$ cat config.mk
export PLATFORM = sky130hd
export DESIGN_NAME = mem_access_sequencer_flat
export DESIGN_NICKNAME = d
export VERILOG_FILES = /design/src/rtl/mem_access_sequencer_pkg.sv /design/src/rtl/mem_access_sequencer_if.sv /design/src/rtl/mem_access_sequencer.sv /design/src/flat_wrapper.sv
export SDC_FILE = /design/constraint.sdc
export NUM_CORES = 1
export LEC_CHECK = 0
export CAP_MARGIN = 20
export CORE_MARGIN = 3
export CORE_UTILIZATION = 41
export DETAILED_ROUTE_END_ITERATION = 10
export PLACE_DENSITY = 0.8
export SETUP_SLACK_MARGIN = 0.4
export SYNTH_ARGS = -nofsm -noshare
export SYNTH_HDL_FRONTEND = slang
export SYNTH_SLANG_ARGS = --single-unit
$ cat constraint.sdc
create_clock -name Clk -period 2.3 [get_ports Clk]
set_input_delay 0.23 -clock Clk [delete_from_list [all_inputs] [get_ports Clk]]
set_output_delay 0.23 -clock Clk [all_outputs]
set_load 0.03 [all_outputs]
$ cat src/rtl/mem_access_sequencer_pkg.sv
// Shared types and constants for the memory access sequencer.
package mem_seq_pkg;
    typedef enum logic [1:0] {IDLE, WAIT, DONE} mseq_state_t;

    localparam logic DEST_IR  = 1'b0;
    localparam logic DEST_MDR = 1'b1;

    localparam int OP_MSB    = 31;
    localparam int OP_LSB    = 26;
    localparam int FUNCT_MSB = 5;
    localparam int FUNCT_LSB = 0;
endpackage

$ cat src/rtl/mem_access_sequencer_if.sv
// Request/response handshake from the control unit plus the memory port of the sequencer.
interface mem_access_sequencer_if #(
    parameter int ADDR_W = 32,
    parameter int DATA_W = 32
);
    logic              req_valid;
    logic              req_wr;
    logic              req_dest;
    logic [ADDR_W-1:0] req_addr;
    logic [DATA_W-1:0] req_wdata;
    logic              req_ready;
    logic              busy;
    logic              done;
    logic              align_err;
    logic [ADDR_W-1:0] mem_addr;
    logic              mem_wr;
    logic [DATA_W-1:0] mem_wdata;
    logic [DATA_W-1:0] mem_rdata;

    modport slave (
        input  req_valid, req_wr, req_dest, req_addr, req_wdata, mem_rdata,
        output req_ready, busy, done, align_err, mem_addr, mem_wr, mem_wdata
    );

    modport master (
        output req_valid, req_wr, req_dest, req_addr, req_wdata, mem_rdata,
        input  req_ready, busy, done, align_err, mem_addr, mem_wr, mem_wdata
    );
endinterface

$ cat src/rtl/mem_access_sequencer.sv
// One memory transaction at a time: done LATENCY+1 cycles after accept (1 for misaligned).
// Accepts only in IDLE (req_ready); requests while busy are dropped, not queued.
module mem_access_sequencer
    import mem_seq_pkg::*;
#(
    parameter int LATENCY = 2,
    parameter int ADDR_W  = 32,
    parameter int DATA_W  = 32
) (
    input  logic              Clk,
    input  logic              Reset,
    mem_access_sequencer_if.slave bus,
    output logic [DATA_W-1:0] ir_out,
    output logic [DATA_W-1:0] mdr_out,
    output logic [5:0]        Op,
    output logic [5:0]        Funct
);
    localparam int              CNT_W = $clog2(LATENCY + 1);
    localparam logic [CNT_W-1:0] LAST = CNT_W'(LATENCY - 1);

    mseq_state_t       state;
    logic [CNT_W-1:0]  cnt;
    logic              ready_q;
    logic              busy_q;
    logic              done_q;
    logic              align_err_q;
    logic              mem_wr_q;
    logic [ADDR_W-1:0] addr_q;
    logic [DATA_W-1:0] wdata_q;
    logic              wr_q;
    logic              dest_q;

    always_ff @(posedge Clk) begin
        if (Reset) begin
            state       <= IDLE;
            cnt         <= '0;
            ready_q     <= 1'b1;
            busy_q      <= 1'b0;
            done_q      <= 1'b0;
            align_err_q <= 1'b0;
            mem_wr_q    <= 1'b0;
            addr_q      <= '0;
            wdata_q     <= '0;
            wr_q        <= 1'b0;
            dest_q      <= DEST_IR;
            ir_out      <= '0;
            mdr_out     <= '0;
        end else begin
            case (state)
                IDLE: begin
                    if (bus.req_valid) begin
                        addr_q  <= bus.req_addr;
                        wdata_q <= bus.req_wdata;
                        wr_q    <= bus.req_wr;
                        dest_q  <= bus.req_dest;
                        cnt     <= '0;
                        ready_q <= 1'b0;
                        busy_q  <= 1'b1;
                        // Misaligned requests never reach memory; they report straight away.
                        if (bus.req_addr[1:0] == 2'b00) begin
                            state    <= WAIT;
                            mem_wr_q <= bus.req_wr;
                        end else begin
                            state       <= DONE;
                            done_q      <= 1'b1;
                            align_err_q <= 1'b1;
                        end
                    end
                end
                WAIT: begin
                    mem_wr_q <= 1'b0;
                    cnt      <= cnt + CNT_W'(1);
                    if (cnt == LAST) begin
                        if (!wr_q) begin
                            if (dest_q == DEST_IR) ir_out  <= bus.mem_rdata;
                            else                   mdr_out <= bus.mem_rdata;
                        end
                        state  <= DONE;
                        done_q <= 1'b1;
                    end
                end
                DONE: begin
                    state       <= IDLE;
                    done_q      <= 1'b0;
                    align_err_q <= 1'b0;
                    busy_q      <= 1'b0;
                    ready_q     <= 1'b1;
                end
                default: state <= IDLE;
            endcase
        end
    end

    always_comb begin
        bus.req_ready = ready_q;
        bus.busy      = busy_q;
        bus.done      = done_q;
        bus.align_err = align_err_q;
        bus.mem_addr  = addr_q;
        bus.mem_wr    = mem_wr_q;
        bus.mem_wdata = wdata_q;
        Op            = ir_out[OP_MSB:OP_LSB];
        Funct         = ir_out[FUNCT_MSB:FUNCT_LSB];
    end
endmodule

$ cat src/flat_wrapper.sv
// flat-port wrapper written by rule: the top's interface ports become plain ports
module mem_access_sequencer_flat import mem_seq_pkg::*;
#(
    parameter int LATENCY = 2,
    parameter int ADDR_W  = 32,
    parameter int DATA_W  = 32
)
  (Clk, Reset, ir_out, mdr_out, Op, Funct, bus_req_valid, bus_req_wr, bus_req_dest, bus_req_addr, bus_req_wdata, bus_mem_rdata, bus_req_ready, bus_busy, bus_done, bus_align_err, bus_mem_addr, bus_mem_wr, bus_mem_wdata);
  mem_access_sequencer_if #(.ADDR_W(ADDR_W), .DATA_W(DATA_W)) bus_i ();
  input  logic Clk;
  input  logic Reset;
  output logic [DATA_W-1:0] ir_out;
  output logic [DATA_W-1:0] mdr_out;
  output logic [5:0] Op;
  output logic [5:0] Funct;
  input wire logic [$bits(bus_i.req_valid)-1:0] bus_req_valid;
  input wire logic [$bits(bus_i.req_wr)-1:0] bus_req_wr;
  input wire logic [$bits(bus_i.req_dest)-1:0] bus_req_dest;
  input wire logic [$bits(bus_i.req_addr)-1:0] bus_req_addr;
  input wire logic [$bits(bus_i.req_wdata)-1:0] bus_req_wdata;
  input wire logic [$bits(bus_i.mem_rdata)-1:0] bus_mem_rdata;
  output wire logic [$bits(bus_i.req_ready)-1:0] bus_req_ready;
  output wire logic [$bits(bus_i.busy)-1:0] bus_busy;
  output wire logic [$bits(bus_i.done)-1:0] bus_done;
  output wire logic [$bits(bus_i.align_err)-1:0] bus_align_err;
  output wire logic [$bits(bus_i.mem_addr)-1:0] bus_mem_addr;
  output wire logic [$bits(bus_i.mem_wr)-1:0] bus_mem_wr;
  output wire logic [$bits(bus_i.mem_wdata)-1:0] bus_mem_wdata;
  assign bus_i.req_valid = bus_req_valid;
  assign bus_i.req_wr = bus_req_wr;
  assign bus_i.req_dest = bus_req_dest;
  assign bus_i.req_addr = bus_req_addr;
  assign bus_i.req_wdata = bus_req_wdata;
  assign bus_i.mem_rdata = bus_mem_rdata;
  assign bus_req_ready = bus_i.req_ready;
  assign bus_busy = bus_i.busy;
  assign bus_done = bus_i.done;
  assign bus_align_err = bus_i.align_err;
  assign bus_mem_addr = bus_i.mem_addr;
  assign bus_mem_wr = bus_i.mem_wr;
  assign bus_mem_wdata = bus_i.mem_wdata;
  mem_access_sequencer #(.LATENCY(LATENCY), .ADDR_W(ADDR_W), .DATA_W(DATA_W)) u_core (.Clk(Clk), .Reset(Reset), .bus(bus_i), .ir_out(ir_out), .mdr_out(mdr_out), .Op(Op), .Funct(Funct));
endmodule
==> run_results.csv, run 1 <==
group,metric,value,unit
clocking,cts_buffers,17,
job,cap_viol_max_count,0,
floorplan,chipHeight,120,µm
clocking,clk_pin_slew,0.06,ns
floorplan,coreArea,12700,µm²
layout,utilization,66.9,%
sta,setup_violations,0,
power,power.density,708,nW/µm²
layout,syn2layout_area_growth,58.3,%
yosys,synth_edf_count,0,
setup_path,startpoint_type,"register",
sta,slew_viol_final,0,
global_route,grt.total_usage,20.4,%
floorplan,placementRows,41,
setup_path,worst-path-max-fanout,3,
setup_path,endpoint_kind,"primary output",
setup_path,crit_chain,"clkdlybuf4s50_1",
layout,finalNetCount,904,
layout,regArea,2780,µm²
place,dp_hpwl,10.9,mm
sta,timing_hold_violations_final,0,
clocking,root_buffer,"clkbuf_16",
clocking,post_cts_buffers,0,
sta,clock_skew,0.00691,ns
sta,min_period,1.73,ns
setup_path,cp.arrival,1.50,ns
global_route,grt-ovfl-total,0,
drt,routed_wl,15.3,mm
yosys,yosys_register_bits,139,
floorplan,start_util,42.3,%
setup_path,critical_path_required,2.07,ns
worst_hold_path,hp-class,"primary input to register",
drt,drtIter0Drc,224,
clocking,postCtsHoldBufs,0,
global_route,grt_max_degree,108,
floorplan,pin_count,246,
yosys,synth_area,5350,µm²
layout,layout_commonest_cell,"clkdlybuf4s50_1",
setup_path,critPathBufInv,1,
sta,fin_crit_sh,75.1,%
place,place_congestion,0.785,
sta,fmax,579,MHz
place,dp.cells,954,
setup_path,cp_slowest_cell,"clkdlybuf4s50_1",
layout,n_fill_cell,1005,
yosys,syn_area_per_cell,9.17,µm²
outcome,status,"completed",
sta,tns,0,ns
global_route,grt_pass1_wl,23.7,mm
drt,dr.pass1.iters,4,
clocking,clock-sinks,139,
global_route,grt_pass1_vias,4854,
sta,worstMarginPinSlew,0.800,ns
drt,wl_per_cell,15.5,µm
sta,rsz0062_at_grt,"false",
layout,drive_gt1_share,5.53,%
yosys,ys_warn_count,0,
sta,whs,0.360,ns
setup_path,cp_slowest_stage_delay,0.71,ns
floorplan,die_w,120,µm
place,io_buffers,245,
sta,slew_headroom,46.6,%
drt,via_per_inst,4.84,
clocking,cts_tree,"done",
clocking,cts.path.max_buffers,2,
power,leakage,0.00324,µW
layout,multi_input_area,2300,µm²
drt,route.antenna.remaining_nets,0,
drt,drcViolationCount,0,
yosys,synth_nets,686,
drt,vias,4777,
global_route,antenna_found_initial,0,
yosys,yosysUniqueCellTypes,28,
layout,mostFrequentLayoutCells,"244 x clkdlybuf4s50_1, 138 x dfxtp_1, 134 x nand2_1, 97 x nand2b_1, 70 x a21oi_1",
yosys,synthArstFlopShare,0,%
floorplan,dieArea,14500,µm²
layout,insertedDiodeCount,0,
clocking,insertion_delay,0.41,ns
yosys,synth-main-ff-cell,"dfxtp_1",
yosys,syn_inst,584,
layout,stdcell_count,986,
yosys,ys_seq_area_share,52.0,%
setup_path,path_class,"register to primary output",
setup_path,cp_top_family,"buffers and inverters",
clocking,cts_htree_levels,4,
power,ir_drop,0.000486,V
## final cells by class
class | count | area share, %
flip-flops and latches | 139 | 32.9
repair buffers | 252 | 30.5
multi-input cells | 388 | 27.1
clock buffers | 21 | 5.43
well taps | 172 | 2.54
clock inverters | 10 | 1.39
inverters | 4 | 0.177
## final timing paths
| check | cells after the start | to | startpoint | slack [ns] |
|---|---|---|---|---|
| max | 1 | ir_out[2] | u_core.ir_out[2] | 0.57 |
| min | 3 | u_core.bus.mem_addr[4] | bus_req_addr[4] | 0.36 |
| max reg2reg | 5 | u_core.ir_out[13] | u_core.cnt[0] | 0.63 |
| min reg2reg | 2 | u_core.bus.mem_wdata[23] | u_core.bus.mem_wdata[23] | 0.45 |
## registers in the layout, summed over array words and instances (netlist names)
| signal | count |
|---|---|
| u_core.wr_q | 1 |
| u_core.bus.mem_wr | 1 |
| u_core.bus.mem_wdata | 32 |
| u_core.ir_out | 32 |
| u_core.state | 2 |
| u_core.bus.mem_addr | 32 |
| u_core.bus.align_err | 1 |
| u_core.dest_q | 1 |
| u_core.mdr_out | 32 |
| u_core.cnt | 2 |
| u_core.bus.done | 1 |
| u_core.bus.req_ready | 1 |
| u_core.bus.busy | 1 |
## power breakdown
group	switching (µW)	internal, µW
clock	1000	1650
combinational	411	391
sequential	53.8	2500
total	1470	4530
## cell usage after synthesis (3+ instances only)
master    count  share of area [%]
a21oi_1      70                6.5
buf_2        16                1.5
buf_4        12                1.7
clkbuf_1     24                1.7
dfxtp_1     139                 52
inv_1         4               0.28
mux2i_1      64                 12
nand2_1     134                9.4
nand2b_1     97                 11
nor2_1        3               0.21
## cells by family (layout without fill, tap and decap cells)
family / count (synthesis) / after routing / share of synthesized area, %
and+or+nand+nor: 244 / 244 / 22.7
AOI/OAI and AO/OA: 79 / 79 / 7.78
DFF: 139 / 139 / 52.0
adders and majority gates: 1 / 1 / 0.234
buffers and inverters: 57 / 287 / 5.35
muxes: 64 / 64 / 12.0
## stage by stage
stage / cell area, µm² / power [µW] / setup WS [ns]
after floorplan: 5350 / 2990 / 0.673
final: 8470 / 6000 / 0.572
after global placement: 7850 / 3380 / 0.448
after CTS: 8430 / 6060 / 0.443
after detailed placement: 7850 / 3400 / 0.345
after global routing: 8470 / 6250 / 0.516
## layer usage
metal	track usage (%)	vias to the layer above	routed length (µm)
met3	8.37	21	1440
met4	8.14	0	305
li1	-	2333	-
met1	22.6	2234	6080
met2	34.9	189	7500
met5	0	-	0
## what timing repair did
action / CTS / global route
endpoints found under the setup margin: 32 / 32
gates cloned: 0 / 1
resized for setup: 2 / 6
pin swaps: 0 / 0
Note: power is estimated with default switching activity, not from simulation.
==> run 2: changes to the inputs <==
--- a/config.mk
+++ b/config.mk
@@ -7,9 +7,9 @@
 export LEC_CHECK = 0
 export CAP_MARGIN = 20
 export CORE_MARGIN = 3
-export CORE_UTILIZATION = 41
+export CORE_UTILIZATION = 37
 export DETAILED_ROUTE_END_ITERATION = 10
-export PLACE_DENSITY = 0.8
+export PLACE_DENSITY = 0.76
 export SETUP_SLACK_MARGIN = 0.4
 export SYNTH_ARGS = -nofsm -noshare
 export SYNTH_HDL_FRONTEND = slang
==> constraint.sdc (replaced) <==
create_clock -name Clk -period 1.5 [get_ports Clk]
set_input_delay 0.15 -clock Clk [delete_from_list [all_inputs] [get_ports Clk]]
set_output_delay 0.15 -clock Clk [all_outputs]
set_load 0.03 [all_outputs]
==> run 2 against run 1 <==
Against the previous run: setup slack got worse by 0.68 ns; critical endpoint is now u_core.mdr_out[17]; largest cell class is now buffers; non-clock buffer count rose by 53; the flow now finishes with violations (negative setup slack); clock-buffer cell count rose by 1; clock power rose by 69%.
==> run_results.csv, run 2 (synthesis gave the netlist of run 1 again) <==
group,metric,value,unit
floorplan,dieArea,15900,µm²
power,power.density,986,nW/µm²
layout,n_fill_cell,840,
global_route,grt_pass1_wl,25.0,mm
clocking,clock-sinks,139,
drt,vias,5346,
floorplan,die_w,126,µm
power,leakage,0.00464,µW
global_route,use_met2,33.0,%
floorplan,placementRows,43,
setup_path,cp.arrival,1.94,ns
floorplan,chipHeight,126,µm
global_route,grt_pass1_vias,4995,
layout,utilization,75.7,%
global_route,grt_use_met3,8.88,%
outcome,violations,"negative setup slack",
global_route,grt_max_degree,54,
global_route,use_met1,21.8,%
sta,rsz0062_at_grt,"true",
setup_path,cp_slowest_cell,"dfxtp_2",
global_route,grt-ovfl-total,0,
sta,timing_hold_violations_final,0,
clocking,cts.path.max_buffers,2,
place,dpl-instance-area,8030,µm²
sta,clock_skew,0.00989,ns
setup_path,critPathBufInv,4,
sta,worstMarginPinSlew,0.619,ns
sta,fin_crit_sh,107,%
layout,mostFrequentLayoutCells,"142 x buf_6, 99 x clkdlybuf4s50_1, 96 x nand2b_1, 87 x dfxtp_2, 80 x nand2_4",
drt,dr.pass1.iters,6,
clocking,clk_pin_slew,0.07,ns
setup_path,crit_chain,"inv_2, ha_4, nand2_4, buf_6, nor4b_4, buf_6, buf_12, mux2i_1",
sta,min_period,1.61,ns
job,cap_viol_max_count,0,
sta,layout_setup_ws,-0.108,ns
global_route,busiest_layer,"met2",
drt,wl_per_cell,21.5,µm
global_route,antenna_found_initial,0,
drt,drcViolationCount,0,
layout,finalNetCount,958,
clocking,cts_buffers,17,
global_route,grt.total_usage,19.4,%
place,io_buffers,245,
sta,setup_violations,75,
sta,fmax,622,MHz
drt,route.antenna.remaining_nets,0,
drt,routed_wl,22.6,mm
clocking,root_buffer,"clkbuf_16",
setup_path,endpoint_kind,"register",
outcome,status,"finished, violations left",
clocking,cts_tree,"done",
setup_path,worst-path-max-fanout,16,
power,ir_drop,0.000792,V
drt,drtIter0Drc,299,
setup_path,cp_slowest_stage_delay,0.33,ns
place,place_congestion,0.834,
floorplan,pin_count,246,
layout,drive_gt1_share,61.3,%
worst_hold_path,hp-class,"primary input to register",
layout,insertedDiodeCount,0,
place,dp_hpwl,11.0,mm
clocking,insertion_delay,0.42,ns
setup_path,cp_top_family,"buffers and inverters",
setup_path,startpoint_type,"register",
sta,slew_viol_final,0,
setup_path,path_class,"register to register",
layout,design_area,10600,µm²
floorplan,coreArea,14000,µm²
clocking,cts_htree_levels,4,
drt,via_per_inst,5.10,
layout,layout_commonest_cell,"buf_6",
sta,slew_headroom,58.7,%
clocking,postCtsHoldBufs,0,
layout,syn2layout_area_growth,98.6,%
setup_path,critical_path_required,1.84,ns
floorplan,start_util,38.1,%
setup_path,worst_path_most_repeated_cell,"buf_6",
-- run 2: changes by cell type in the layout (fill, tap and decap cells not counted), sizes merged --
cell and change:
or3b +1, clkbuf +13, clkdlybuf4s50 -145, bufinv +1, inv -1, buf +186
-- run 2: cell type report --
class / instances / area, µm² / area share [%]
clock buffer: 22 / 484 / 4.55
multi-input combinational: 389 / 3320 / 31.2
clock inverter: 10 / 139 / 1.31
sequential: 139 / 2950 / 27.8
tap: 180 / 225 / 2.12
timing repair buffer: 305 / 3500 / 32.9
inverter: 4 / 15.0 / 0.141
-- run 2: metrics by stage --
| step | power [µW] | hold WS, ns | setup WS (ns) | instances | TNS (ns) |
|---|---|---|---|---|---|
| finish | 10500 | 0.291 | -0.108 | 1049 | -4.18 |
| global route | 10800 | 0.279 | -0.153 | 1049 | -7.61 |
| CTS | 9610 | 0.269 | -0.0589 | 1011 | -1.61 |
| detailed placement | 5260 | 0.446 | -0.241 | 978 | -15.75 |
| global placement | 5240 | 0.437 | -0.229 | 978 | -11.68 |
| floorplan | 4630 | 0.286 | -0.00159 | 584 | -0.0478 |
-- run 2: what timing repair did --
item,in CTS,in global routing
gates resized for setup,931,494
pin swaps,3,119
buffers inserted,0,16
cloned,1,22
setup endpoints to repair,279,232
-- run 2: routing by layer --
layer | wire length, µm | share of wire (%)
met3 | 1740 | 7.7
met2 | 11500 | 51
met1 | 8470 | 38
met5 | 0 | 0
met4 | 819 | 3.6
-- run 2: power by group --
group	internal (µW)	switching (µW)	leakage, µW
combinational	997	1030	0.00316
clock	2790	1670	0.000294
sequential	3830	157	0.00118
-- run 2: worst min-delay path, cell delays in order --
cell and delay, ns:
clkdlybuf4s50_1 0.41, nand2_2 0.07, a21oi_2 0.04
-- run 2: final timing paths --
path / from / to / slack [ns] / depth (start not counted)
worst max-delay path: u_core.cnt[1] / u_core.mdr_out[17] / -0.11 / 8
worst min-delay path: bus_req_wdata[18] / u_core.bus.mem_wdata[18] / 0.29 / 3
worst max register to register: u_core.cnt[1] / u_core.mdr_out[17] / -0.11 / 8
worst min register to register: u_core.bus.mem_wdata[2] / u_core.bus.mem_wdata[2] / 0.47 / 2
==> run 3: changes to the inputs <==
--- a/config.mk
+++ b/config.mk
@@ -7,9 +7,9 @@
 export LEC_CHECK = 0
 export CAP_MARGIN = 20
 export CORE_MARGIN = 3
-export CORE_UTILIZATION = 37
+export CORE_UTILIZATION = 35
 export DETAILED_ROUTE_END_ITERATION = 10
-export PLACE_DENSITY = 0.76
+export PLACE_DENSITY = 0.72
 export SETUP_SLACK_MARGIN = 0.4
 export SYNTH_ARGS = -nofsm -noshare
 export SYNTH_HDL_FRONTEND = slang
==> run 3 against run 2 <==
Against the previous run: the run still ends with negative setup slack left; clock power shrank 7.6%; core utilization shrank 11 points; design area shrank 11%; via count shrank 6.3%; largest cell class unchanged.
==> run_results.csv, run 3 (synthesis gave the netlist of run 1 again) <==
group,metric,value,unit
floorplan,pin_count,246,
layout,insertedDiodeCount,0,
setup_path,cp_top_family,"simple AND/OR/NAND/NOR gates",
sta,fmax,620,MHz
setup_path,critical_path_required,1.83,ns
global_route,grt_pass1_vias,5330,
power,power.density,1010,nW/µm²
sta,slew_headroom,82.6,%
floorplan,start_util,36.3,%
drt,route.antenna.remaining_nets,0,
place,place_ws,-0.257,ns
setup_path,critPathBufInv,3,
layout,n_fill_cell,1162,
sta,slew_viol_final,0,
outcome,status,"finished, violations left",
sta,timing_hold_violations_final,0,
layout,multi_input_area,2380,µm²
drt,drcViolationCount,0,
setup_path,crit_chain,"inv_2, ha_4, nand2_4, or4_4, buf_12, buf_16, mux2i_1",
sta,fin_crit_sh,108,%
global_route,antenna_found_initial,0,
drt,wl_per_cell,16.9,µm
layout,mostFrequentLayoutCells,"137 x buf_6, 133 x nand2_1, 99 x clkdlybuf4s50_1, 97 x nand2b_1, 82 x dfxtp_2",
setup_path,path_class,"register to register",
setup_path,cp.arrival,1.94,ns
clocking,cts.path.max_buffers,2,
clocking,cts_buffers,17,
layout,regArea,2910,µm²
sta,rsz0062_at_grt,"true",
layout,drive_gt1_share,38.4,%
clocking,clk_pin_slew,0.06,ns
setup_path,cp_slowest_stage_delay,0.49,ns
setup_path,startpoint_type,"register",
clocking,postCtsHoldBufs,0,
layout,layout_commonest_cell,"buf_6",
sta,min_period,1.61,ns
outcome,violations,"negative setup slack",
worst_hold_path,hp-class,"primary input to register",
drt,dr.pass1.iters,4,
sta,layout_setup_ws,-0.113,ns
clocking,cts_htree_levels,4,
layout,finalNetCount,947,
job,cap_viol_max_count,0,
setup_path,cp_slowest_cell,"or4_4",
place,io_buffers,245,
sta,clock_skew,0.00615,ns
sta,worstMarginPinSlew,0.260,ns
power,leakage,0.00405,µW
global_route,grt_pass1_wl,27.1,mm
floorplan,die_w,130,µm
drt,drtIter0Drc,195,
floorplan,coreArea,14800,µm²
setup_path,worst-path-max-fanout,8,
drt,via_per_inst,4.82,
layout,syn2layout_area_growth,77.5,%
global_route,grt.total_usage,20.9,%
floorplan,placementRows,44,
clocking,insertion_delay,0.41,ns
floorplan,chipHeight,130,µm
clocking,cts_tree,"done",
place,place_congestion,0.775,
place,dp_hpwl,10.8,mm
global_route,grt_max_degree,42,
drt,routed_wl,17.6,mm
clocking,root_buffer,"clkbuf_16",
global_route,grt-ovfl-total,0,
drt,vias,5011,
sta,setup_violations,113,
power,fin_total_pwr,9590,µW
power,ir_drop,0.000709,V
setup_path,endpoint_kind,"register",
floorplan,dieArea,16800,µm²
clocking,clock-sinks,139,
==> run 3: changes by cell type in the layout (fill, tap and decap cells not counted), sizes merged <==
cell / previous run / this run
bufbuf: 0 / 2
or3b: 3 / 2
clkinv: 3 / 1
bufinv: 3 / 2
clkinvlp: 4 / 3
buf: 193 / 194
clkbuf: 35 / 23
==> run 3: worst paths after layout <==
check	start	to	slack (ns)	cells past startpoint
setup / recovery	u_core.cnt[1]	u_core.ir_out[3]	-0.11	7
hold / removal	Reset	u_core.ir_out[4]	0.21	3
setup reg to reg	u_core.cnt[1]	u_core.ir_out[3]	-0.11	7
hold reg to reg	u_core.bus.align_err	u_core.bus.align_err	0.45	2
==> run 3: what timing repair did <==
item                       in CTS  in global routing
resized for setup             955                172
setup endpoints to repair     279                250
gates cloned                   13                  0
buffers inserted               10                  3
pin swaps                       5                  4
==> run 3: metrics by stage <==
| stage | utilization [%] | setup TNS [ns] | cell area (µm²) | instances | hold WS, ns |
|---|---|---|---|---|---|
| 6_report | 64.4 | -4.37 | 9500 | 1039 | 0.206 |
| 5_1_grt | 64.4 | -11.21 | 9500 | 1039 | 0.209 |
| 4_1_cts | 61.0 | -5.55 | 8990 | 1036 | 0.180 |
| 3_5_place_dp | 54.7 | -17.45 | 8060 | 984 | 0.443 |
| 3_3_place_gp | 54.7 | -12.15 | 8060 | 984 | 0.438 |
| 2_1_floorplan | - | -0.0478 | 5500 | 584 | 0.286 |
==> run 3: report_power, final <==
| group | internal, µW | switching, µW |
|---|---|---|
| registers | 3840 | 96.7 |
| logic | 809 | 721 |
| clock network | 2640 | 1490 |
| total | 7280 | 2310 |
==> run 3: metal layers <==
layer | track usage, % | vias up | wire (µm)
li1 | - | 2419 | -
met1 | 22.8 | 2377 | 6890
met2 | 36.3 | 193 | 8910
met3 | 8.78 | 22 | 1520
met4 | 7.46 | 0 | 256
met5 | 0 | - | 0
==> run 3: final cells by class <==
cell class,count,share of cell area (%)
Timing Repair Buffer,295,35.6
Inverter,4,0.158
Sequential cell,139,30.6
Clock buffer,23,5.24
Clock inverter,6,0.922
Multi-Input combinational cell,388,25.1
Tap cell,184,2.42
==> run 3: tightest hold or removal path: stages <==
cell and delay (ns):
buf_4 0.22, nand2b_1 0.14, mux2i_1 0.06
